==> config.mk <==
export PLATFORM = sky130hd
export DESIGN_NAME = timer_arbiter_flat
export DESIGN_NICKNAME = d
export VERILOG_FILES = /design/src/rtl/timer_arbiter_if.sv /design/src/rtl/timer_arbiter.sv /design/src/flat_wrapper.sv
export SDC_FILE = /design/constraint.sdc
export NUM_CORES = 1
export LEC_CHECK = 0
export ABC_CLOCK_PERIOD_IN_PS = 2500
export CAP_MARGIN = 30
export CORE_MARGIN = 5
export CORE_UTILIZATION = 40
export DETAILED_ROUTE_END_ITERATION = 8
export GPL_TIMING_DRIVEN = 0
export PLACE_DENSITY = 0.77
export SLEW_MARGIN = 20
export SYNTH_ARGS = -nofsm -noshare
export SYNTH_HDL_FRONTEND = slang
export SYNTH_SLANG_ARGS = --single-unit
==> constraint.sdc <==
create_clock -name clk -period 2.5 [get_ports clk]
set_input_delay 0.5 -clock clk [delete_from_list [all_inputs] [get_ports clk]]
set_output_delay 0.5 -clock clk [all_outputs]
set_load 0.01 [all_outputs]
==> src/rtl/timer_arbiter_if.sv <==
// Request/grant bundle between the timing consumers and the shared countdown timer.
// Requesters drive req/delay; the arbiter returns ownership, completion and counter state.
interface timer_arbiter_if #(
    parameter int NREQ = 4,
    parameter int CW   = 32
);
    logic [NREQ-1:0]    req;
    logic [NREQ*CW-1:0] delay;
    logic [NREQ-1:0]    grant;
    logic [NREQ-1:0]    done;
    logic               busy;
    logic [CW-1:0]      remaining;

    modport master (
        output req,
        output delay,
        input  grant,
        input  done,
        input  busy,
        input  remaining
    );

    modport slave (
        input  req,
        input  delay,
        output grant,
        output done,
        output busy,
        output remaining
    );
endinterface

==> src/rtl/timer_arbiter.sv <==
// One shared 32-bit countdown timer handed out round-robin to NREQ requesters;
// the owner gets a one-cycle done pulse when its delay has elapsed in timer_tick units.
module timer_arbiter #(
    parameter int NREQ = 4,
    parameter int CW   = 32
) (
    input  logic                clk,
    input  logic                rstn,
    input  logic                timer_tick,
    timer_arbiter_if.slave      bus
);
    localparam int IW = (NREQ > 1) ? $clog2(NREQ) : 1;

    typedef enum logic [1:0] {IDLE, COUNT, DONE} state_t;

    state_t          state_reg;
    logic [IW-1:0]   owner_reg;
    logic [IW-1:0]   rr_ptr_reg;
    logic [NREQ-1:0] grant_reg;
    logic [NREQ-1:0] done_reg;
    logic            busy_reg;
    logic [CW-1:0]   remaining_reg;

    logic [IW-1:0]   sel_idx;
    logic            sel_found;
    logic [IW-1:0]   next_ptr;
    logic [CW-1:0]   delay_arr [NREQ];

    genvar gi;
    generate
        for (gi = 0; gi < NREQ; gi++) begin : g_delay
            assign delay_arr[gi] = bus.delay[gi*CW +: CW];
        end
    endgenerate

    function automatic logic [NREQ-1:0] onehot(input logic [IW-1:0] idx);
        logic [NREQ-1:0] v;
        v      = '0;
        v[idx] = 1'b1;
        return v;
    endfunction

    // First set request at or after rr_ptr, wrapping NREQ-1 -> 0.
    always_comb begin
        sel_found = 1'b0;
        sel_idx   = '0;
        for (int k = 0; k < NREQ; k++) begin
            logic [IW:0] cand;
            cand = {1'b0, rr_ptr_reg} + (IW+1)'(k);
            if (cand >= (IW+1)'(NREQ)) begin
                cand = cand - (IW+1)'(NREQ);
            end
            if (!sel_found && bus.req[cand[IW-1:0]]) begin
                sel_found = 1'b1;
                sel_idx   = cand[IW-1:0];
            end
        end
    end

    assign next_ptr = (owner_reg == IW'(NREQ-1)) ? '0 : owner_reg + 1'b1;

    always_ff @(posedge clk or negedge rstn) begin
        if (!rstn) begin
            state_reg     <= IDLE;
            owner_reg     <= '0;
            rr_ptr_reg    <= '0;
            grant_reg     <= '0;
            done_reg      <= '0;
            busy_reg      <= 1'b0;
            remaining_reg <= '0;
        end else begin
            case (state_reg)
                IDLE: begin
                    done_reg <= '0;
                    if (sel_found) begin
                        owner_reg     <= sel_idx;
                        remaining_reg <= delay_arr[sel_idx];
                        grant_reg     <= onehot(sel_idx);
                        busy_reg      <= 1'b1;
                        state_reg     <= COUNT;
                    end
                end
                COUNT: begin
                    // Owner dropping its request beats a coincident final tick.
                    if (!bus.req[owner_reg]) begin
                        grant_reg     <= '0;
                        remaining_reg <= '0;
                        busy_reg      <= 1'b0;
                        rr_ptr_reg    <= next_ptr;
                        state_reg     <= IDLE;
                    end else if (remaining_reg == '0) begin
                        done_reg  <= onehot(owner_reg);
                        state_reg <= DONE;
                    end else if (timer_tick) begin
                        if (remaining_reg == CW'(1)) begin
                            remaining_reg <= '0;
                            done_reg      <= onehot(owner_reg);
                            state_reg     <= DONE;
                        end else begin
                            remaining_reg <= remaining_reg - 1'b1;
                        end
                    end
                end
                DONE: begin
                    done_reg   <= '0;
                    grant_reg  <= '0;
                    busy_reg   <= 1'b0;
                    rr_ptr_reg <= next_ptr;
                    state_reg  <= IDLE;
                end
                default: begin
                    state_reg <= IDLE;
                end
            endcase
        end
    end

    assign bus.grant     = grant_reg;
    assign bus.done      = done_reg;
    assign bus.busy      = busy_reg;
    assign bus.remaining = remaining_reg;
endmodule

==> src/flat_wrapper.sv <==
// flat-port wrapper written by rule: the top's interface ports become plain ports
module timer_arbiter_flat 
#(
    parameter int NREQ = 4,
    parameter int CW   = 32
)
  (clk, rstn, timer_tick, bus_req, bus_delay, bus_grant, bus_done, bus_busy, bus_remaining);
  timer_arbiter_if #(.NREQ(NREQ), .CW(CW)) bus_i ();
  input  logic clk;
  input  logic rstn;
  input  logic timer_tick;
  input wire logic [$bits(bus_i.req)-1:0] bus_req;
  input wire logic [$bits(bus_i.delay)-1:0] bus_delay;
  output wire logic [$bits(bus_i.grant)-1:0] bus_grant;
  output wire logic [$bits(bus_i.done)-1:0] bus_done;
  output wire logic [$bits(bus_i.busy)-1:0] bus_busy;
  output wire logic [$bits(bus_i.remaining)-1:0] bus_remaining;
  assign bus_i.req = bus_req;
  assign bus_i.delay = bus_delay;
  assign bus_grant = bus_i.grant;
  assign bus_done = bus_i.done;
  assign bus_busy = bus_i.busy;
  assign bus_remaining = bus_i.remaining;
  timer_arbiter #(.NREQ(NREQ), .CW(CW)) u_core (.clk(clk), .rstn(rstn), .timer_tick(timer_tick), .bus(bus_i));
endmodule
==> results.sh, run 1 <==
export IMPL_worst_pin_slew_ps=740.6
export IMPL_synthesis_nets=609
export IMPL_totalPowerFinal_mw=6.773
export IMPL_leakage_nw=2.505
export IMPL_dr_total_vias=4826
export IMPL_vdd_drop_max_mv=0.6565
export IMPL_cts_buffers=5
export IMPL_ys_seq_area_frac=0.2976
export IMPL_layout_commonest_cell="clkdlybuf4s50_1"
export IMPL_status="finished clean"
export IMPL_die_y_um=109.4
export IMPL_drc=0
export IMPL_power_density_nw_per_um2=1073
export IMPL_antenna_found_initial=0
export IMPL_crit_path_start_kind="register"
export IMPL_synthAdderAreaFrac=0.03482
export IMPL_post_route_min_period_ps=2426
export IMPL_yosys_area_share_simple=0.2479
export IMPL_dp_cells=771
export IMPL_via_per_inst=6.070
export IMPL_setup_viol=0
export IMPL_design_area_um2=6312
export IMPL_nets=807
export IMPL_std_cell_rows=36
export IMPL_area_growth_pct=59.70
export IMPL_slew_viol_final=0
export IMPL_grt_total_usage=0.2751
export IMPL_drt_iter0_markers=500
export IMPL_path_max_fanout=8
export IMPL_avgSynthCellArea_um2=8.537
export IMPL_path_cells="nor4_4 -> nand4_4 -> nor3_4 -> a31oi_4 -> buf_6 -> mux2_4 -> a311o_1"
export IMPL_fin_cells=795
export IMPL_synthFlopType="dfrtp_1"
export IMPL_muxShareOfSynthArea=0.04938
export IMPL_die_area_um2=11970
export IMPL_worstSetupPathType="register to register"
export IMPL_synth_top_family_by_area="compound AO/OA/AOI/OAI gates"
export IMPL_die_w_um=109.4
export IMPL_cpPeakStageDelay_ps=490
export IMPL_boundaryPins=176
export IMPL_antenna_left=0
export IMPL_synth_xor_area_share=0
export IMPL_cts_tree="built"
export IMPL_first_pass_iters=7
export IMPL_fin_ws_ps=73.63
export IMPL_yosysWarningCount=0
export IMPL_synth_compound_area_frac=0.2995
export IMPL_endpoint_kind="register"
export IMPL_ys_async_sr_fraction=1.000
export IMPL_cts_htree_levels=2
export IMPL_fmax_mhz=412.1
export IMPL_grt_pass1_vias=4574
export IMPL_finClkSkew_ps=9.141
export IMPL_initial_core_util=0.4081
export IMPL_worst_path_dominant_cell_family="simple AND/OR/NAND/NOR gates"
export IMPL_place_area_um2=5876
export IMPL_largest_reg_flops=32
export IMPL_most_common_layout_cells="170 x clkdlybuf4s50_1, 45 x dfrtp_1, 37 x nand2_1, 32 x nor2_1, 31 x o21ai_0"
export IMPL_hold_violations=0
export IMPL_cp_slowest_cell="dfrtp_2"
export IMPL_cp_required_ps=2700
export IMPL_drv_cap=0
export IMPL_hpwl_um=13190
export IMPL_postSynthCellCount=463
export IMPL_drt_wirelength_per_cell_um=21.45
export IMPL_synth_area_um2=3953
export IMPL_dp_slack_ps=-763.8
export IMPL_ys_seq_elements=47
export IMPL_tns_ps=0
export IMPL_slew_headroom=0.5063
export IMPL_clock_sinks=47
export IMPL_clk_root_buffer_cell="clkbuf_8"
export IMPL_crit_buf_inv=1
export IMPL_clkTransAtPathRegs_ps=100
export IMPL_grt_pass1_wl_um=25270
export IMPL_cts_max_path_buffers=2
export IMPL_diodes=0
export IMPL_globalplace_congestion=0.9598
export IMPL_synth_cell_types=67
export IMPL_crit_arrival_ps=2620
export IMPL_core_area_um2=9684
export IMPL_synth_edf_count=0
export IMPL_worstSkewPairLatency_ps=310
export IMPL_drive_gt1_frac=0.1450
export IMPL_wl_um=17060
export IMPL_grt_max_degree=25
export IMPL_hp_class="primary input to asynchronous set/reset pin"
export IMPL_grt_ovfl_total=0
export IMPL_finalCritPeriodShare=0.9705
export IMPL_portBuffers=174
metrics by stage:
stage	util	hold slack, ps
2_1_floorplan	-	204.4
3_3_place_gp	0.6052	459.9
3_5_place_dp	0.6067	476.0
4_1_cts	0.6364	215.7
5_1_grt	0.6518	234.5
6_report	0.6518	188.8
timing repair:
| item | CTS | global route |
|---|---|---|
| setup buffers | 8 | 9 |
| pin swaps | 11 | 5 |
| endpoints found under the setup margin | 33 | 33 |
| hold buffers | 0 | 0 |
| gates resized for setup | 37 | 21 |
metal layers:
layer | share of wire | vias to the layer above | GRT usage
met4 | 0.020 | 0 | 0.06500
met5 | 0 | - | 0
met3 | 0.11 | 25 | 0.05755
met2 | 0.46 | 284 | 0.4451
li1 | - | 2216 | -
met1 | 0.41 | 2301 | 0.3769
area by class of cell:
cell class / count / area [um^2]
Fill cell: 839 / 3372
Multi-Input combinational cell: 363 / 2656
Timing Repair Buffer: 192 / 1881
Sequential cell: 47 / 1179
Buffer: 35 / 262.8
Tap cell: 133 / 166.4
Clock buffer: 7 / 96.34
Inverter: 17 / 63.81
Clock inverter: 1 / 7.507
path summary, 6_finish.rpt:
kind | startpoint | end | slack [ps] | depth (start not counted)
worst max-delay path | u_core.bus.remaining[17] | u_core.bus.remaining[13] | 70 | 7
worst min-delay path | rstn | u_core.rr_ptr_reg[1] | 190 | 1
worst max register to register | u_core.bus.remaining[17] | u_core.bus.remaining[13] | 70 | 7
worst min register to register | u_core.bus.grant[0] | u_core.bus.grant[0] | 500 | 2
max in group asynchronous | rstn | u_core.bus.remaining[17] | 1730 | 2
min in group clk | u_core.bus.grant[0] | u_core.bus.grant[0] | 500 | 2
kinds of logic after synthesis:
| logic type | count (synthesis) |
|---|---|
| AO/OA/AOI/OAI | 156 |
| adder cells (fa/ha/maj) | 11 |
| buffers and inverters | 53 |
| flip-flops | 47 |
| multiplexers | 17 |
| AND/OR/NAND/NOR | 179 |
cells in the mapped netlist, types with 3 or more instances:
master,n,area [um^2]
buf_6,7,78.83
a211o_1,9,78.83
a21oi_1,15,75.07
o311ai_1,8,70.07
a211oi_1,3,22.52
and3_1,5,31.28
nand4_1,3,18.77
a311o_1,3,30.03
and2_0,4,25.02
nor3b_1,3,22.52
a21o_1,11,82.58
o211ai_1,12,90.09
dfrtp_1,47,1176
a21boi_0,4,30.03
o21ai_0,33,165.2
nand2b_1,6,37.54
o31ai_1,4,30.03
nor4_1,6,37.54
nand2_1,37,138.9
mux2i_1,12,120.1
nor3_1,17,85.08
a221o_1,5,50.05
inv_1,17,63.81
clkbuf_1,18,67.56
o311ai_0,3,26.28
nor3_2,3,30.03
or4_1,3,22.52
ha_1,11,137.6
nor4_2,4,50.05
a222oi_1,27,270.3
buf_2,6,30.03
nand3_1,30,150.1
nor2b_1,4,25.02
nor2_1,34,127.6
or3_1,6,37.54
buf_4,3,22.52
or2_2,3,18.77
report_power, final:
part / leakage (nW) / switching, mW / total (mW) / internal [mW]
Clock: 0.0505 / 0.292 / 0.545 / 0.253
Sequential: 0.609 / 0.475 / 1.53 / 1.06
Combinational: 1.85 / 2.53 / 4.69 / 2.16
Total: 2.50 / 3.30 / 6.77 / 3.47
worst register-to-register path: cells and delay by family (launching register included):
| kind | cells | cell delay [ps] |
|---|---|---|
| mux | 1 | 300 |
| compound gates | 2 | 450 |
| flops | 1 | 490 |
| buf+inv | 1 | 160 |
| simple gates | 3 | 920 |
(Power assumes the default switching activity.)
==> run 2, diff against run 1 <==
--- a/config.mk
+++ b/config.mk
@@ -7,11 +7,13 @@
 export LEC_CHECK = 0
 export ABC_CLOCK_PERIOD_IN_PS = 2500
 export CAP_MARGIN = 30
+export CELL_PAD_IN_SITES_DETAIL_PLACEMENT = 1
+export CELL_PAD_IN_SITES_GLOBAL_PLACEMENT = 1
 export CORE_MARGIN = 5
-export CORE_UTILIZATION = 40
+export CORE_UTILIZATION = 30
 export DETAILED_ROUTE_END_ITERATION = 8
 export GPL_TIMING_DRIVEN = 0
-export PLACE_DENSITY = 0.77
+export PLACE_DENSITY_LB_ADDON = 0.1
 export SLEW_MARGIN = 20
 export SYNTH_ARGS = -nofsm -noshare
 export SYNTH_HDL_FRONTEND = slang
==> results.sh, run 2 (synthesis results as in run 1) <==
export IMPL_power_density_nw_per_um2=1099
export IMPL_area_growth_pct=64.89
export IMPL_drive_gt1_frac=0.1654
export IMPL_globalplace_congestion=0.8801
export IMPL_grt_pass1_wl_um=29790
export IMPL_totalPowerFinal_mw=7.163
export IMPL_largest_reg_flops=32
export IMPL_grt_setup_unrepaired="yes"
export IMPL_busiest_layer="met2"
export IMPL_die_w_um=124.8
export IMPL_path_max_fanout=5
export IMPL_worstSetupPathType="primary input to register"
export IMPL_die_area_um2=15570
export IMPL_die_y_um=124.8
export IMPL_fin_ws_ps=-0.6333
export IMPL_drt_wirelength_per_cell_um=23.16
export IMPL_grt_pass1_vias=5111
export IMPL_std_cell_rows=42
export IMPL_hold_violations=0
export IMPL_gr_usage_met1=0.3072
export IMPL_fmax_mhz=399.9
export IMPL_rrSetupSlack_ps=-0.6
export IMPL_layout_commonest_cell="clkdlybuf4s50_1"
export IMPL_boundaryPins=176
export IMPL_grt_max_degree=48
export IMPL_reg2reg_depth=7
export IMPL_cp_required_ps=2680
export IMPL_fin_util=0.4981
export IMPL_clkTransAtPathRegs_ps=80
export IMPL_cts_max_path_buffers=2
export IMPL_design_area_um2=6518
export IMPL_drv_cap=0
export IMPL_crit_path_start_kind="primary input"
export IMPL_dp_cells=813
export IMPL_crit_arrival_ps=2680
export IMPL_drt_iter0_markers=385
export IMPL_cts_buffers=5
export IMPL_worst_pin_slew_ps=697.3
export IMPL_hp_class="primary input to asynchronous set/reset pin"
export IMPL_slew_viol_final=0
export IMPL_first_pass_iters=6
export IMPL_finClkSkew_ps=14.29
export IMPL_use_met2=0.4246
export IMPL_diodes=0
export IMPL_setup_viol=1
export IMPL_cts_hold_buf=0
export IMPL_regArea_um2=1179
export IMPL_nets=816
export IMPL_worstSkewPairLatency_ps=300
export IMPL_leakage_nw=2.576
export IMPL_portBuffers=174
export IMPL_violations="negative setup slack"
export IMPL_post_route_min_period_ps=2501
export IMPL_n_fill_cell=1553
export IMPL_wl_um=19610
export IMPL_core_area_um2=13090
export IMPL_fin_cells=847
export IMPL_grt_total_usage=0.2408
export IMPL_hpwl_um=14910
export IMPL_clk_root_buffer_cell="clkbuf_16"
export IMPL_multiInputGateArea_um2=2664
export IMPL_worstReg2RegEnd="u_core.bus.remaining[13]"
export IMPL_place_area_um2=5912
export IMPL_initial_core_util=0.3021
export IMPL_endpoint_kind="register"
export IMPL_dr_total_vias=4844
export IMPL_vdd_drop_max_mv=0.4268
export IMPL_slew_headroom=0.5352
export IMPL_clock_sinks=47
export IMPL_grt_ovfl_total=0
export IMPL_use_met3=0.03345
export IMPL_drc=0
export IMPL_holdWs_ps=239.4
export IMPL_cts_htree_levels=2
export IMPL_antenna_left=0
export IMPL_status="finished with violations"
export IMPL_antenna_found_initial=0
export IMPL_via_per_inst=5.719
export IMPL_most_common_layout_cells="170 x clkdlybuf4s50_1, 45 x dfrtp_1, 37 x nand2_1, 31 x nor2_1"
export IMPL_cts_tree="built"
export IMPL_finalCritPeriodShare=1.000
export IMPL_r2r_start="u_core.owner_reg[0]"
==> run 2: how the worst max path moves through the flow <==
stage | from | to | slack [ps] | depth (start not counted)
3_3_place_gp | bus_req[0] | u_core.bus.remaining[12] | -760 | 9
5_1_grt | u_core.bus.remaining[25] | u_core.bus.remaining[12] | -100 | 7
3_5_place_dp | bus_req[0] | u_core.bus.remaining[7] | -870 | 8
2_1_floorplan | bus_req[1] | u_core.bus.remaining[4] | 70 | 8
6_report | bus_req[2] | u_core.bus.remaining[13] | -0.6 | 8
4_1_cts | u_core.bus.remaining[1] | u_core.bus.remaining[20] | 10 | 10
==> run 2: timing repair <==
item,4_1_cts,5_1_grt
gates resized for setup,50,31
cloned,3,0
buffers inserted,12,11
pin swaps,11,10
endpoints found under the setup margin,38,36
==> run 2: final cells by class <==
cell class,count,share of cell area
Multi-Input combinational cell,363,0.4087
Timing Repair Buffer,200,0.2955
Sequential cell,47,0.1808
Buffer,36,0.04684
Tap cell,176,0.03379
Clock buffer,7,0.02342
Inverter,17,0.009791
Clock inverter,1,0.001152
==> run 2: worst max-delay path, stage by stage <==
cell and delay [ps]:
clkdlybuf4s15_1 230, mux4_2 560, nand3b_1 120, o211ai_1 230
a31oi_4 280, buf_6 170, mux2_4 300, a311o_1 280
==> run 2: stage by stage <==
step	setup TNS, ps	setup slack (ps)
floorplan	0	73.12
global placement	-49970	-755.8
detailed placement	-24240	-874.9
CTS	0	10.05
global route	-1079	-102.5
finish	-0.6333	-0.6333
==> run 2: routing by layer <==
layer,part of all wire,vias up
met1,0.43,2420
met5,0,-
met2,0.50,175
met3,0.043,31
li1,-,2218
met4,0.030,0
==> run 2: power breakdown <==
group | switching (mW) | internal (mW) | total, mW
logic | 2.67 | 2.22 | 4.89
clock network | 0.324 | 0.427 | 0.751
registers | 0.462 | 1.06 | 1.52
total | 3.46 | 3.71 | 7.16
